$ cat config.mk
export PLATFORM = sky130hd
export DESIGN_NAME = traffic_cntl
export DESIGN_NICKNAME = d
export VERILOG_FILES = /design/src/rtl/traffic_pkg.sv /design/src/rtl/traffic_cntl_sec_tick_gen.sv /design/src/rtl/traffic_cntl.sv
export SDC_FILE = /design/constraint.sdc
export NUM_CORES = 1
export LEC_CHECK = 0
export CAP_MARGIN = 40
export CORE_ASPECT_RATIO = 0.7
export CORE_MARGIN = 2
export CORE_UTILIZATION = 45
export DETAILED_ROUTE_END_ITERATION = 10
export GPL_TIMING_DRIVEN = 0
export PLACE_DENSITY = 0.7
export SYNTH_ARGS = -nofsm -noshare
export SYNTH_HDL_FRONTEND = slang
export SYNTH_SLANG_ARGS = --single-unit
$ cat constraint.sdc
create_clock -name CLK -period 2.9 [get_ports CLK]
set_clock_uncertainty 0.05 [all_clocks]
set_input_delay 0.29 -clock CLK [delete_from_list [all_inputs] [get_ports CLK]]
set_output_delay 0.29 -clock CLK [all_outputs]
set_load 0.02 [all_outputs]
$ cat src/rtl/traffic_pkg.sv
// Shared types and default dwell times for the traffic-light controller.
// Includes helpers for sizing counters at elaboration time.
package traffic_pkg;

  typedef enum logic [1:0] {
    ST_RED    = 2'b00,
    ST_GREEN  = 2'b01,
    ST_YELLOW = 2'b10
  } state_t;

  localparam int DEF_CLK_FREQ      = 100_000_000;
  localparam int DEF_RED_SEC       = 15;
  localparam int DEF_GREEN_SEC     = 20;
  localparam int DEF_MIN_GREEN_SEC = 5;
  localparam int DEF_YELLOW_SEC    = 3;

  function automatic int max3(input int a, input int b, input int c);
    int m;
    m = (a > b) ? a : b;
    return (m > c) ? m : c;
  endfunction

  // Width of a counter that runs 0..n-1; never narrower than one bit.
  function automatic int cnt_width(input int n);
    return (n > 1) ? $clog2(n) : 1;
  endfunction

endpackage

$ cat src/rtl/traffic_cntl_sec_tick_gen.sv
// Prescaler counting 0..CLK_FREQ-1 with a one-cycle tick on the last count.
// A synchronous clear restarts the count so a new phase begins aligned.
module sec_tick_gen
  import traffic_pkg::*;
#(
  parameter int CLK_FREQ = DEF_CLK_FREQ
) (
  input  logic CLK,
  input  logic RST,
  input  logic clr,
  output logic tick
);

  localparam int CNT_W = cnt_width(CLK_FREQ);
  localparam logic [CNT_W-1:0] LAST = CNT_W'(CLK_FREQ - 1);

  logic [CNT_W-1:0] r_cnt;

  always_ff @(posedge CLK) begin
    if (RST || clr) begin
      r_cnt <= '0;
    end else if (r_cnt == LAST) begin
      r_cnt <= '0;
    end else begin
      r_cnt <= r_cnt + 1'b1;
    end
  end

  assign tick = (r_cnt == LAST);

endmodule

$ cat src/rtl/traffic_cntl.sv
// Vehicle traffic-light controller: RED -> GREEN -> YELLOW with second-based
// dwell times, a pedestrian request that shortens green, and a 1 Hz heartbeat.
module traffic_cntl
  import traffic_pkg::*;
#(
  parameter int CLK_FREQ      = DEF_CLK_FREQ,
  parameter int RED_SEC       = DEF_RED_SEC,
  parameter int GREEN_SEC     = DEF_GREEN_SEC,
  parameter int MIN_GREEN_SEC = DEF_MIN_GREEN_SEC,
  parameter int YELLOW_SEC    = DEF_YELLOW_SEC
) (
  input  logic CLK,
  input  logic RST,
  input  logic PED_SW,
  output logic RED,
  output logic GREEN,
  output logic YELLOW,
  output logic WORK
);

  localparam int SEC_W = cnt_width(max3(RED_SEC, GREEN_SEC, YELLOW_SEC));
  localparam logic [SEC_W-1:0] RED_LAST    = SEC_W'(RED_SEC - 1);
  localparam logic [SEC_W-1:0] GREEN_LAST  = SEC_W'(GREEN_SEC - 1);
  localparam logic [SEC_W-1:0] YELLOW_LAST = SEC_W'(YELLOW_SEC - 1);
  localparam logic [SEC_W:0]   MIN_GREEN   = (SEC_W + 1)'(MIN_GREEN_SEC);

  state_t           r_state;
  state_t           w_state_next;
  logic [SEC_W-1:0] r_sec_cnt;
  logic             r_ped_meta;
  logic             r_ped_sync;
  logic             r_req;
  logic             r_work;
  logic             w_sec_tick;
  logic             w_hb_tick;
  logic             w_phase_clr;
  logic             w_serviced;
  logic             w_min_green_met;

  // Phase timer restarts on every transition; heartbeat never does.
  sec_tick_gen #(.CLK_FREQ(CLK_FREQ)) u_phase_tick (
    .CLK  (CLK),
    .RST  (RST),
    .clr  (w_phase_clr),
    .tick (w_sec_tick)
  );

  sec_tick_gen #(.CLK_FREQ(CLK_FREQ)) u_hb_tick (
    .CLK  (CLK),
    .RST  (RST),
    .clr  (1'b0),
    .tick (w_hb_tick)
  );

  assign w_phase_clr     = (w_state_next != r_state);
  assign w_serviced      = (r_state == ST_YELLOW) && (w_state_next == ST_RED);
  // Compare one bit wider so sec_cnt+1 cannot wrap.
  assign w_min_green_met = (({1'b0, r_sec_cnt} + (SEC_W + 1)'(1)) >= MIN_GREEN);

  always_ff @(posedge CLK) begin
    if (RST) begin
      r_state <= ST_RED;
    end else begin
      r_state <= w_state_next;
    end
  end

  always_comb begin
    w_state_next = r_state;
    case (r_state)
      ST_RED: begin
        if (w_sec_tick && (r_sec_cnt == RED_LAST)) begin
          w_state_next = ST_GREEN;
        end
      end
      ST_GREEN: begin
        if (w_sec_tick && ((r_sec_cnt == GREEN_LAST) || (r_req && w_min_green_met))) begin
          w_state_next = ST_YELLOW;
        end
      end
      ST_YELLOW: begin
        if (w_sec_tick && (r_sec_cnt == YELLOW_LAST)) begin
          w_state_next = ST_RED;
        end
      end
      default: w_state_next = ST_RED;
    endcase
  end

  always_comb begin
    RED    = 1'b0;
    GREEN  = 1'b0;
    YELLOW = 1'b0;
    case (r_state)
      ST_GREEN:  GREEN  = 1'b1;
      ST_YELLOW: YELLOW = 1'b1;
      default:   RED    = 1'b1;
    endcase
  end

  always_ff @(posedge CLK) begin
    if (RST || w_phase_clr) begin
      r_sec_cnt <= '0;
    end else if (w_sec_tick) begin
      r_sec_cnt <= r_sec_cnt + 1'b1;
    end
  end

  always_ff @(posedge CLK) begin
    if (RST) begin
      r_ped_meta <= 1'b0;
      r_ped_sync <= 1'b0;
    end else begin
      r_ped_meta <= PED_SW;
      r_ped_sync <= r_ped_meta;
    end
  end

  // Servicing has priority: a press landing on the YELLOW->RED edge is dropped.
  always_ff @(posedge CLK) begin
    if (RST) begin
      r_req <= 1'b0;
    end else if (w_serviced) begin
      r_req <= 1'b0;
    end else if (r_ped_sync) begin
      r_req <= 1'b1;
    end
  end

  always_ff @(posedge CLK) begin
    if (RST) begin
      r_work <= 1'b0;
    end else if (w_hb_tick) begin
      r_work <= ~r_work;
    end
  end

  assign WORK = r_work;

endmodule

==> impl_results.md, run 1 <==
* Status: finished clean
* Slew Viols, Final at 0
* Int Power at around 1.3 mW
* Vias in the first global route at 2444
* CTS H-tree depth at 3
* Seq pwr share at 52.6%
* GR Layer Usage met2 at 28.28%
* Netlist Area Pre-Place at between 0.003 and 0.004 mm2
* Switch Pwr at 408.4 uW
* Final routed DRC violation total at 0
* Comb pwr share at approximately 2.3%
* Worst Hold Depth at 1
* WP buf/inv at 1
* GRT overflow at 0
* Die Y at around 75 um
* Reg2Reg Depth at 8
* Final #Nets at ~400
* Initial DRC Count at 131
* Placed Area at 0.003406 mm2
* Crit path largest cell delay at 0.46 ns
* Crit path time final at 2.713 ns
* Max-Cap Viols at 0
* Setup ws final at 0.1867 ns
* Vias/cell at 5.408
* GRT Resource Usage Total at a little under a fifth
* Total Wirelength at a little under 7 mm
* Peak supply drop at 0.2067 mV
* CTS tree: built
* Final Non-Filler Cells at 483
* Die area at 0.007828 mm2
* Worst Setup Start Kind: flop
* Met3 GRT Util at under 10%
* Syn_area_per_cell at a little under 9 um2
* CTS buffer count at 9
* Initial antenna violation count at 0
* Endpoints failing hold at 0
* Clock net sink count at 65
* Initial Utilization at between 40% and 50%
* Reg2reg setup slack at 0.19 ns
* Worst-skew pair later-pin latency at 0.35 ns
* Root Buffer: clkbuf_8
* Synth area leader: dfxtp_1
* Design Power at 1.728 mW
* Asr flop ratio synth at 0%
* Top_reg_cell synth: dfxtp_1
* FF-to-FF End: u_phase_tick.r_cnt[26]
* Critical path required time at 3.05 ns
* Row cnt at 25
* Top cells by count, synth: dfxtp_1 (65), nor2_1 (46), nor4_1 (31), xnor2_1 (28), xor2_1 (28)
* Slowest-stage cell, CP: a2111oi_2
* Port Buffer Count at 6
* CTS resizes at 0
* Drt pass-1 iters at 4
* Max FO, Critical Path at 10
* Largest net degree at the start of global routing at 14
* Register area share after synthesis at 40.58%
* DP HPWL at 4.772 mm
* Gr busiest metal: met2
* Crit-path cells: ha_1 -> and3_1 -> nand4_2 -> a2111oi_2 -> a31oi_1 -> o2bb2ai_2 -> buf_2 -> nor4_1
* Largest cells by area after synthesis: dfxtp_1 (41%), xnor2_1 (7.6%), xor2_1 (7.6%)
* Min-Delay Endpoint: r_ped_sync
* Gp weighted congestion at 0.8491
* Die width at 104.9 um
* Layout Utilization at 52.94%
* Post-synthesis register bit count at 65
* Unique masters post-synth at 38
* Critical path's top delay family: compound AO/OA/AOI/OAI gates
* First-pass GRT wire length at about 12 mm
* Syn nets at around 380
* Kind of critical path: flop to flop
* Most frequent cell after synthesis: dfxtp_1
* Fraction of layout cells with a size suffix above 1 at 9.254%
* Post-route cell area at approximately 0.0036 mm2
* Worst Hold Class: flop to flop
* Lkg Pwr at between 1 and 1.5 nW
* Fill count at between 600 and 700
* Area of the multi-input gates at 0.001782 mm2
* RSZ-0062 raised after global routing: no
* Synthesized instance count at 365
* Post-CTS Setup Bufs at 0
* Max Clock Freq at 368.6 MHz
* WL/cell at between 10 and 15 um
* Pwr per Cell Area at 478.8 mW/mm2
* Hold Buf Count CTS at 0
* Max clock buf depth at 2
* Area growth, synth to finish at 12.56%
* Diode count at 0
* Number of flops mapped to enable cells by yosys at 0
* Vias at 2612
* Worst path arrival time at 2.87 ns
* Pre-CTS setup slack at 0.2429 ns
* Worst-path clk slew at 0.07 ns
* R2r startpoint: u_phase_tick.r_cnt[0]
* Synth Warn # at 0
* CP Capture Type: flop
* Switch share at 23.63%
* Fin crit share at 93.56%
* Sum Neg Setup Slack at 0 ns
* Synth top area share at 40.58%
* Normalized max-slew margin at about three fifths
* Setup violators final at 0
* Placed insts at 467
* FF/Latch Area at 0.001301 mm2
* Slew @ Worst Pin at slightly above 0.6 ns
* Core region area at ~0.007 mm2
* Hold_ws at 0.3930 ns
* Antenna Nets Post-Route at 0
* IO Count at 7
* Clock power frac at 45.1%
* Hold Path Origin: r_ped_meta
* Grt met1 use at 25.76%
state kept, by name, summed over array words and instances, names as in the netlist:
signal              flops
WORK                    1
r_ped_meta              1
r_ped_sync              1
r_req                   1
r_sec_cnt               5
r_state                 2
u_hb_tick.r_cnt        27
u_phase_tick.r_cnt     27
worst reg2reg max path: cells and delay by family, from the launching register on:
kind / cells / cell delay (ns)
compound gates: 3 / 0.97
fa+ha+maj: 1 / 0.27
buf+inv: 1 / 0.28
flops: 1 / 0.38
simple gates: 3 / 0.64
layer usage:
layer | wire length, um | share of wire, %
met1 | 3592 | 53
met2 | 2875 | 42
met3 | 219 | 3.2
met4 | 88 | 1.3
met5 | 0 | 0
worst max-delay path by stage:
stage,slack (ns),depth (start not counted),startpoint,to
6_report,0.19,8,u_phase_tick.r_cnt[0],u_phase_tick.r_cnt[26]
3_5_place_dp,0.24,8,u_phase_tick.r_cnt[0],u_phase_tick.r_cnt[6]
5_1_grt,0.02,8,u_phase_tick.r_cnt[0],u_phase_tick.r_cnt[22]
3_3_place_gp,0.32,8,u_phase_tick.r_cnt[0],u_phase_tick.r_cnt[6]
4_1_cts,0.19,8,u_phase_tick.r_cnt[0],u_phase_tick.r_cnt[26]
2_1_floorplan,0.77,8,r_sec_cnt[1],u_phase_tick.r_cnt[6]
cells by family (layout without fill, tap and decap cells):
logic type                 count (synthesis)  count (layout)  share of synthesized area (%)
adders and majority gates                 10              10                          3.902
AOI/OAI and AO/OA                         16              16                          4.447
xor gates and xnor gates                  56              56                          15.29
DFF                                       65              65                          40.58
and+or+nand+nor                          187             187                          31.84
buffers and inverters                     31              55                          3.941
cells in the final DEF (no fill, tap or decap), types with 2 or more instances in the layout:
cell type	Yosys	routed
a211o_1	2	2
a31oi_1	2	2
and2_1	3	3
and3_1	5	5
and4_1	5	5
buf_2	8	8
clkbuf_1	6	6
clkbuf_8	0	9
clkdlybuf4s50_1	0	6
clkinv_4	0	2
dfxtp_1	65	65
ha_1	10	10
inv_1	17	17
inv_6	0	2
nand2_1	20	20
nand2b_1	2	2
nand3_1	26	26
nand4_1	9	9
nor2_1	46	45
nor2b_1	3	3
nor3_1	20	20
nor4_1	31	31
nor4b_4	2	2
o21ai_0	3	3
o31ai_1	2	2
or3_1	8	8
xnor2_1	28	28
xor2_1	28	28
layout make-up:
| cell class | instances | area share, % |
|---|---|---|
| multi-input cells | 269 | 49.36 |
| inverters | 17 | 1.768 |
| repair buffers | 8 | 2.253 |
| well taps | 94 | 3.258 |
| clock inverters | 7 | 2.149 |
| flip-flops and latches | 65 | 36.05 |
| clock buffers | 9 | 3.432 |
| plain buffers | 14 | 1.733 |
power groups by stage:
stage | logic, mW | clock network [mW] | registers [mW]
after floorplan | 0.0278 | 0 | 0.927
after global placement | 0.0384 | 0 | 0.929
after detailed placement | 0.0392 | 0 | 0.929
after CTS | 0.0393 | 0.796 | 0.909
after global routing | 0.0454 | 0.830 | 0.910
final | 0.0392 | 0.780 | 0.909
Power figures use the tool's default switching activity.
==> run 2, diff against run 1 <==
- clock period: 2.9 -> 3.01 ns (I/O delays scaled with it)
==> run 2 against run 1 <==
Final area barely moved. Cell count unchanged. Fmax down 2.4%. Hold slack better by 0.00088 ns. Clock power down 3.7%. Routed wire length rose by 0.21%. Utilization hardly changed. Critical path depth did not move. Via count is 0.27% lower. Largest power group unchanged. Critical path type unchanged. Combinational power decreased by 4%. Count of clock-buffer cells in the layout stayed put.
==> impl_results.md, run 2 (synthesis results as in run 1) <==
* Status: finished clean
* Endpoints failing hold at 0
* Row cnt at 25
* Vias at 2605
* GRT Resource Usage Total at 18.73%
* Max FO, Critical Path at 10
* Slew @ Worst Pin at about 0.61 ns
* Placed Area at 0.003406 mm2
* Worst Setup SP: u_phase_tick.r_cnt[0]
* Final #Nets at 397
* Hold Buf Count CTS at 0
* Regs by FF count: u_hb_tick.r_cnt (27), u_phase_tick.r_cnt (27), r_sec_cnt (5)
* Peak supply drop at 0.2012 mV
* Crit path largest cell delay at 0.48 ns
* DP HPWL at 4.772 mm
* Core region area at 0.006819 mm2
* Vias in the first global route at 2444
* Sum Neg Setup Slack at 0 ns
* CP Capture Type: flop
* Pwr per Cell Area at 461.3 mW/mm2
* Post-route cell area at 0.003607 mm2
* Die Y at 74.63 um
* GRT overflow at 0
* WP buf/inv at 1
* Max-Cap Viols at 0
* Diode count at 0
* Clock net sink count at 65
* Crit path time final at 2.781 ns
* R2r startpoint: u_phase_tick.r_cnt[0]
* Hold_ws at 0.3939 ns
* Die area at 0.007828 mm2
* Most common cell after layout, fill and taps aside: dfxtp_1
* Worst path arrival time at 2.93 ns
* Hold Path Origin: r_ped_meta
* Initial Utilization at 47.03%
* Critical path required time at around 3.2 ns
* Die width at 104.9 um
* Fraction of layout cells with a size suffix above 1 at about 9%
* Slowest-stage cell, CP: a2111oi_2
* Initial antenna violation count at 0
* Post-CTS Setup Bufs at 0
* Normalized max-slew margin at 58.84%
* Final routed DRC violation total at 0
* Slew Viols, Final at 0
* CTS tree: built
* Drt pass-1 iters at 4
* Layout Utilization at between 50% and 60%
* Setup violators final at 0
* CTS buffer count at 9
* Antenna Nets Post-Route at 0
* Fin crit share at 92.40%
* Kind of critical path: flop to flop
* Worst Setup Start Kind: flop
* RSZ-0062 raised after global routing: no
* Crit-path cells: ha_1 -> and3_1 -> nand4_2 -> a2111oi_2 -> a31oi_1 -> nor2_1 -> buf_2 -> nor4_1
* Max clock buf depth at 2
* Gp weighted congestion at 0.8491
* Largest net degree at the start of global routing at 14
* Design Power at roughly 1.7 mW
* IO Count at 7
* Worst-skew pair later-pin latency at 0.35 ns
* Total Wirelength at 6.789 mm
* Lkg Pwr at 1.211 nW
* CTS resizes at 0
* Port Buffer Count at 6
* First-pass GRT wire length at 11.63 mm
* Critical path's top delay family: simple AND/OR/NAND/NOR gates
* Worst-path clk slew at 0.07 ns
* WL/cell at between 10 and 15 um
* Max Clock Freq at 359.6 MHz
* Root Buffer: clkbuf_8
* Commonest cells after routing, fill and taps aside: dfxtp_1 (65), nor2_1 (46), nor4_1 (31)
* Initial DRC Count at 136
* Worst Hold Class: flop to flop
* Vias/cell at between 5 and 6
* Area growth, synth to finish at 12.49%
* CTS H-tree depth at 3
==> run 2: cell counts in the layout (fill, tap and decap cells not counted) <==
Identical to the previous run, type by type.
==> run 2: path summary, 6_finish.rpt <==
kind	cells past startpoint	endpoint	slack, ns
max	8	u_phase_tick.r_cnt[6]	0.23
min	1	r_ped_sync	0.39
max reg2reg	8	u_phase_tick.r_cnt[6]	0.23
min reg2reg	1	r_ped_sync	0.39
==> run 2: layer usage <==
metal | share of wire (%) | GRT usage [%] | vias to the layer above | wire, um
li1 | - | - | 1320 | -
met1 | 53 | 25.76 | 1241 | 3590
met2 | 43 | 28.28 | 36 | 2893
met3 | 3.4 | 5.281 | 8 | 230
met4 | 1.1 | 7.259 | 0 | 74
met5 | 0 | 0 | - | 0
==> run 2: final cells by class <==
cell class | count | area, um2
plain buffers | 14 | 62.56
clock buffers | 9 | 123.9
clock inverters | 7 | 77.57
fillers | 671 | 3212
inverters | 17 | 63.81
multi-input cells | 269 | 1779
flip-flops and latches | 65 | 1301
well taps | 94 | 117.6
repair buffers | 8 | 81.33
==> run 2: through the flow <==
step,worst slack (ns),instances
after floorplan,0.8768,365
after global placement,0.4313,465
after detailed placement,0.3529,467
after CTS,0.3002,483
after global routing,0.08686,483
final,0.2289,483
==> run 2: power by group <==
group	internal, mW	leakage [nW]	total (mW)	switching (mW)
Combinational	0.0144	0.585	0.0377	0.0233
Clock	0.389	0.100	0.751	0.362
Sequential	0.868	0.525	0.876	0.00742
Total	1.27	1.21	1.66	0.392
==> run 3, diff against run 2 <==
- DONT_BUFFER_PORTS: default -> 1
- PLACE_DENSITY: 0.7 -> 0.69
- SLEW_MARGIN: default -> 40
==> run 3 against run 2 <==
Worst setup slack gained 0.13 ns. Critical path depth is the same. Die area is the same. Utilization grew 0.073 points.
==> impl_results.md, run 3 (synthesis results as in run 1) <==
* Hold Path Origin: PED_SW
* Final #Nets at 389
* Layout Utilization at 52.97%
* CTS resizes at 0
* Status: finished clean
* Crit path largest cell delay at 0.48 ns
* Critical path's top delay family: simple AND/OR/NAND/NOR gates
* Critical path required time at 3.16 ns
* Final Non-Filler Cells at 475
* Max-Cap Viols at 0
* R2r startpoint: u_phase_tick.r_cnt[0]
* Setup ws final at 0.3548 ns
* Core region area at 0.006819 mm2
* Drt pass-1 iters at 4
* Post-CTS Setup Bufs at 0
* Worst Setup Start Kind: flop
* Initial Utilization at 47.03%
* Worst Hold Depth at 1
* Hold Buf Count CTS at 0
* Slew Viols, Final at 0
* Placed Area at 0.003337 mm2
* Lkg Pwr at 1.217 nW
* Root Buffer: clkbuf_8
* Max FO, Critical Path at 10
* Normalized max-slew margin at 47.63%
* Gp weighted congestion at 0.7930
* Slew @ Worst Pin at 0.7790 ns
* Initial antenna violation count at 0
* Placed insts at 459
* Worst path arrival time at 2.80 ns
* Peak supply drop at 0.2918 mV
* Diode count at 0
* Die width at approximately 100 um
* Area growth, synth to finish at 12.64%
* DP HPWL at roughly 4.6 mm
* Row cnt at 25
* Fraction of layout cells with a size suffix above 1 at 9.186%
* Pwr per Cell Area at 530.5 mW/mm2
* Vias/cell at 5.259
* Reg2Reg Depth at 8
* Worst-skew pair later-pin latency at approximately 0.34 ns
* Fin crit share at 88.21%
* RSZ-0062 raised after global routing: no
* Vias at around 2.5k
* Sum Neg Setup Slack at 0 ns
* Worst Hold Class: input pin to flop
* Kind of critical path: flop to flop
* Most common cell after layout, fill and taps aside: dfxtp_1
* Total Wirelength at between 6 and 7 mm
* CP Capture Type: flop
* Antenna Nets Post-Route at 0
* Design Power at 1.916 mW
* Die area at 0.007828 mm2
* Vias in the first global route at 2411
* Setup violators final at 0
* Final routed DRC violation total at 0
* Initial DRC Count at 130
* CTS buffer count at 9
* Hold_ws at ~0.049 ns
* Pre-CTS setup slack at 0.4063 ns
* Port Buffer Count at 0
* CTS tree: built
* Die Y at between 70 and 80 um
* Reg2reg setup slack at between 0.3 and 0.4 ns
* Clock net sink count at 65
* Post-route cell area at 0.003612 mm2
* Crit path time final at 2.655 ns
* GRT Resource Usage Total at 18.24%
* Crit-path cells: ha_1 -> and3_1 -> nand4_2 -> a2111oi_2 -> a31oi_1 -> nor2_1 -> buf_2 -> nor4_1
* Slowest-stage cell, CP: a2111oi_2
* FF-to-FF End: u_phase_tick.r_cnt[2]
* Worst-path clk slew at 0.07 ns
* First-pass GRT wire length at 11.46 mm
* Largest net degree at the start of global routing at 13
* Max clock buf depth at 2
* Regs by FF count: u_hb_tick.r_cnt (27), u_phase_tick.r_cnt (27), r_sec_cnt (5)
* WL/cell at 13.59 um
* Endpoints failing hold at 0
* IO Count at 7
* CTS H-tree depth at 3
* GRT overflow at 0
* Min-Delay Endpoint: r_ped_meta
* WP buf/inv at 1
* Commonest cells after routing, fill and taps aside: dfxtp_1 (65), nor2_1 (46), nor4_1 (29)
* Max Clock Freq at 376.6 MHz
-- run 3: changes by cell type in the layout (fill, tap and decap cells not counted), moves of 2 or more --
cell / delta
clkdlybuf4s50_1: -6
bufinv_16: +3
nor4_1: -2
nor4_2: +2
-- run 3: report_power, final --
part / total [mW] / switching, mW / internal, mW
combinational: 0.0349 / 0.0227 / 0.0122
sequential: 0.876 / 0.00711 / 0.868
clock: 1.01 / 0.345 / 0.661
-- run 3: cell type report --
type / count / area, um2
sequential: 65 / 1301
tap: 94 / 117.6
clock inverter: 6 / 137.6
fill: 655 / 3207
inverter: 17 / 63.81
buffer: 14 / 62.56
multi-input combinational: 269 / 1792
clock buffer: 10 / 137.6
-- run 3: worst max-delay path by stage --
stage / startpoint / to / slack, ns / depth (start not counted)
2_1_floorplan: r_sec_cnt[1] / u_phase_tick.r_cnt[6] / 0.88 / 8
3_3_place_gp: u_phase_tick.r_cnt[0] / u_phase_tick.r_cnt[2] / 0.41 / 8
3_5_place_dp: u_phase_tick.r_cnt[0] / u_phase_tick.r_cnt[9] / 0.41 / 8
4_1_cts: u_phase_tick.r_cnt[0] / u_phase_tick.r_cnt[2] / 0.39 / 8
5_1_grt: u_hb_tick.r_cnt[0] / u_hb_tick.r_cnt[16] / 0.11 / 9
6_report: u_phase_tick.r_cnt[0] / u_phase_tick.r_cnt[2] / 0.35 / 8
-- run 3: worst register-to-register path, cell delays in order (launching register included) --
cell and delay, ns:
dfxtp_1 0.36, ha_1 0.24, and3_1 0.22, nand4_2 0.26, a2111oi_2 0.48, a31oi_1 0.19
nor2_1 0.32, buf_2 0.31, nor4_1 0.08
-- run 3: metal layers --
layer  GRT usage, %  vias to the layer above  part of all wire (%)
li1               -                     1295                     -
met1          25.50                     1167                    52
met2          27.78                       32                    44
met3          5.108                        4                   3.5
met4          5.630                        0                  0.45
met5              0                        -                     0
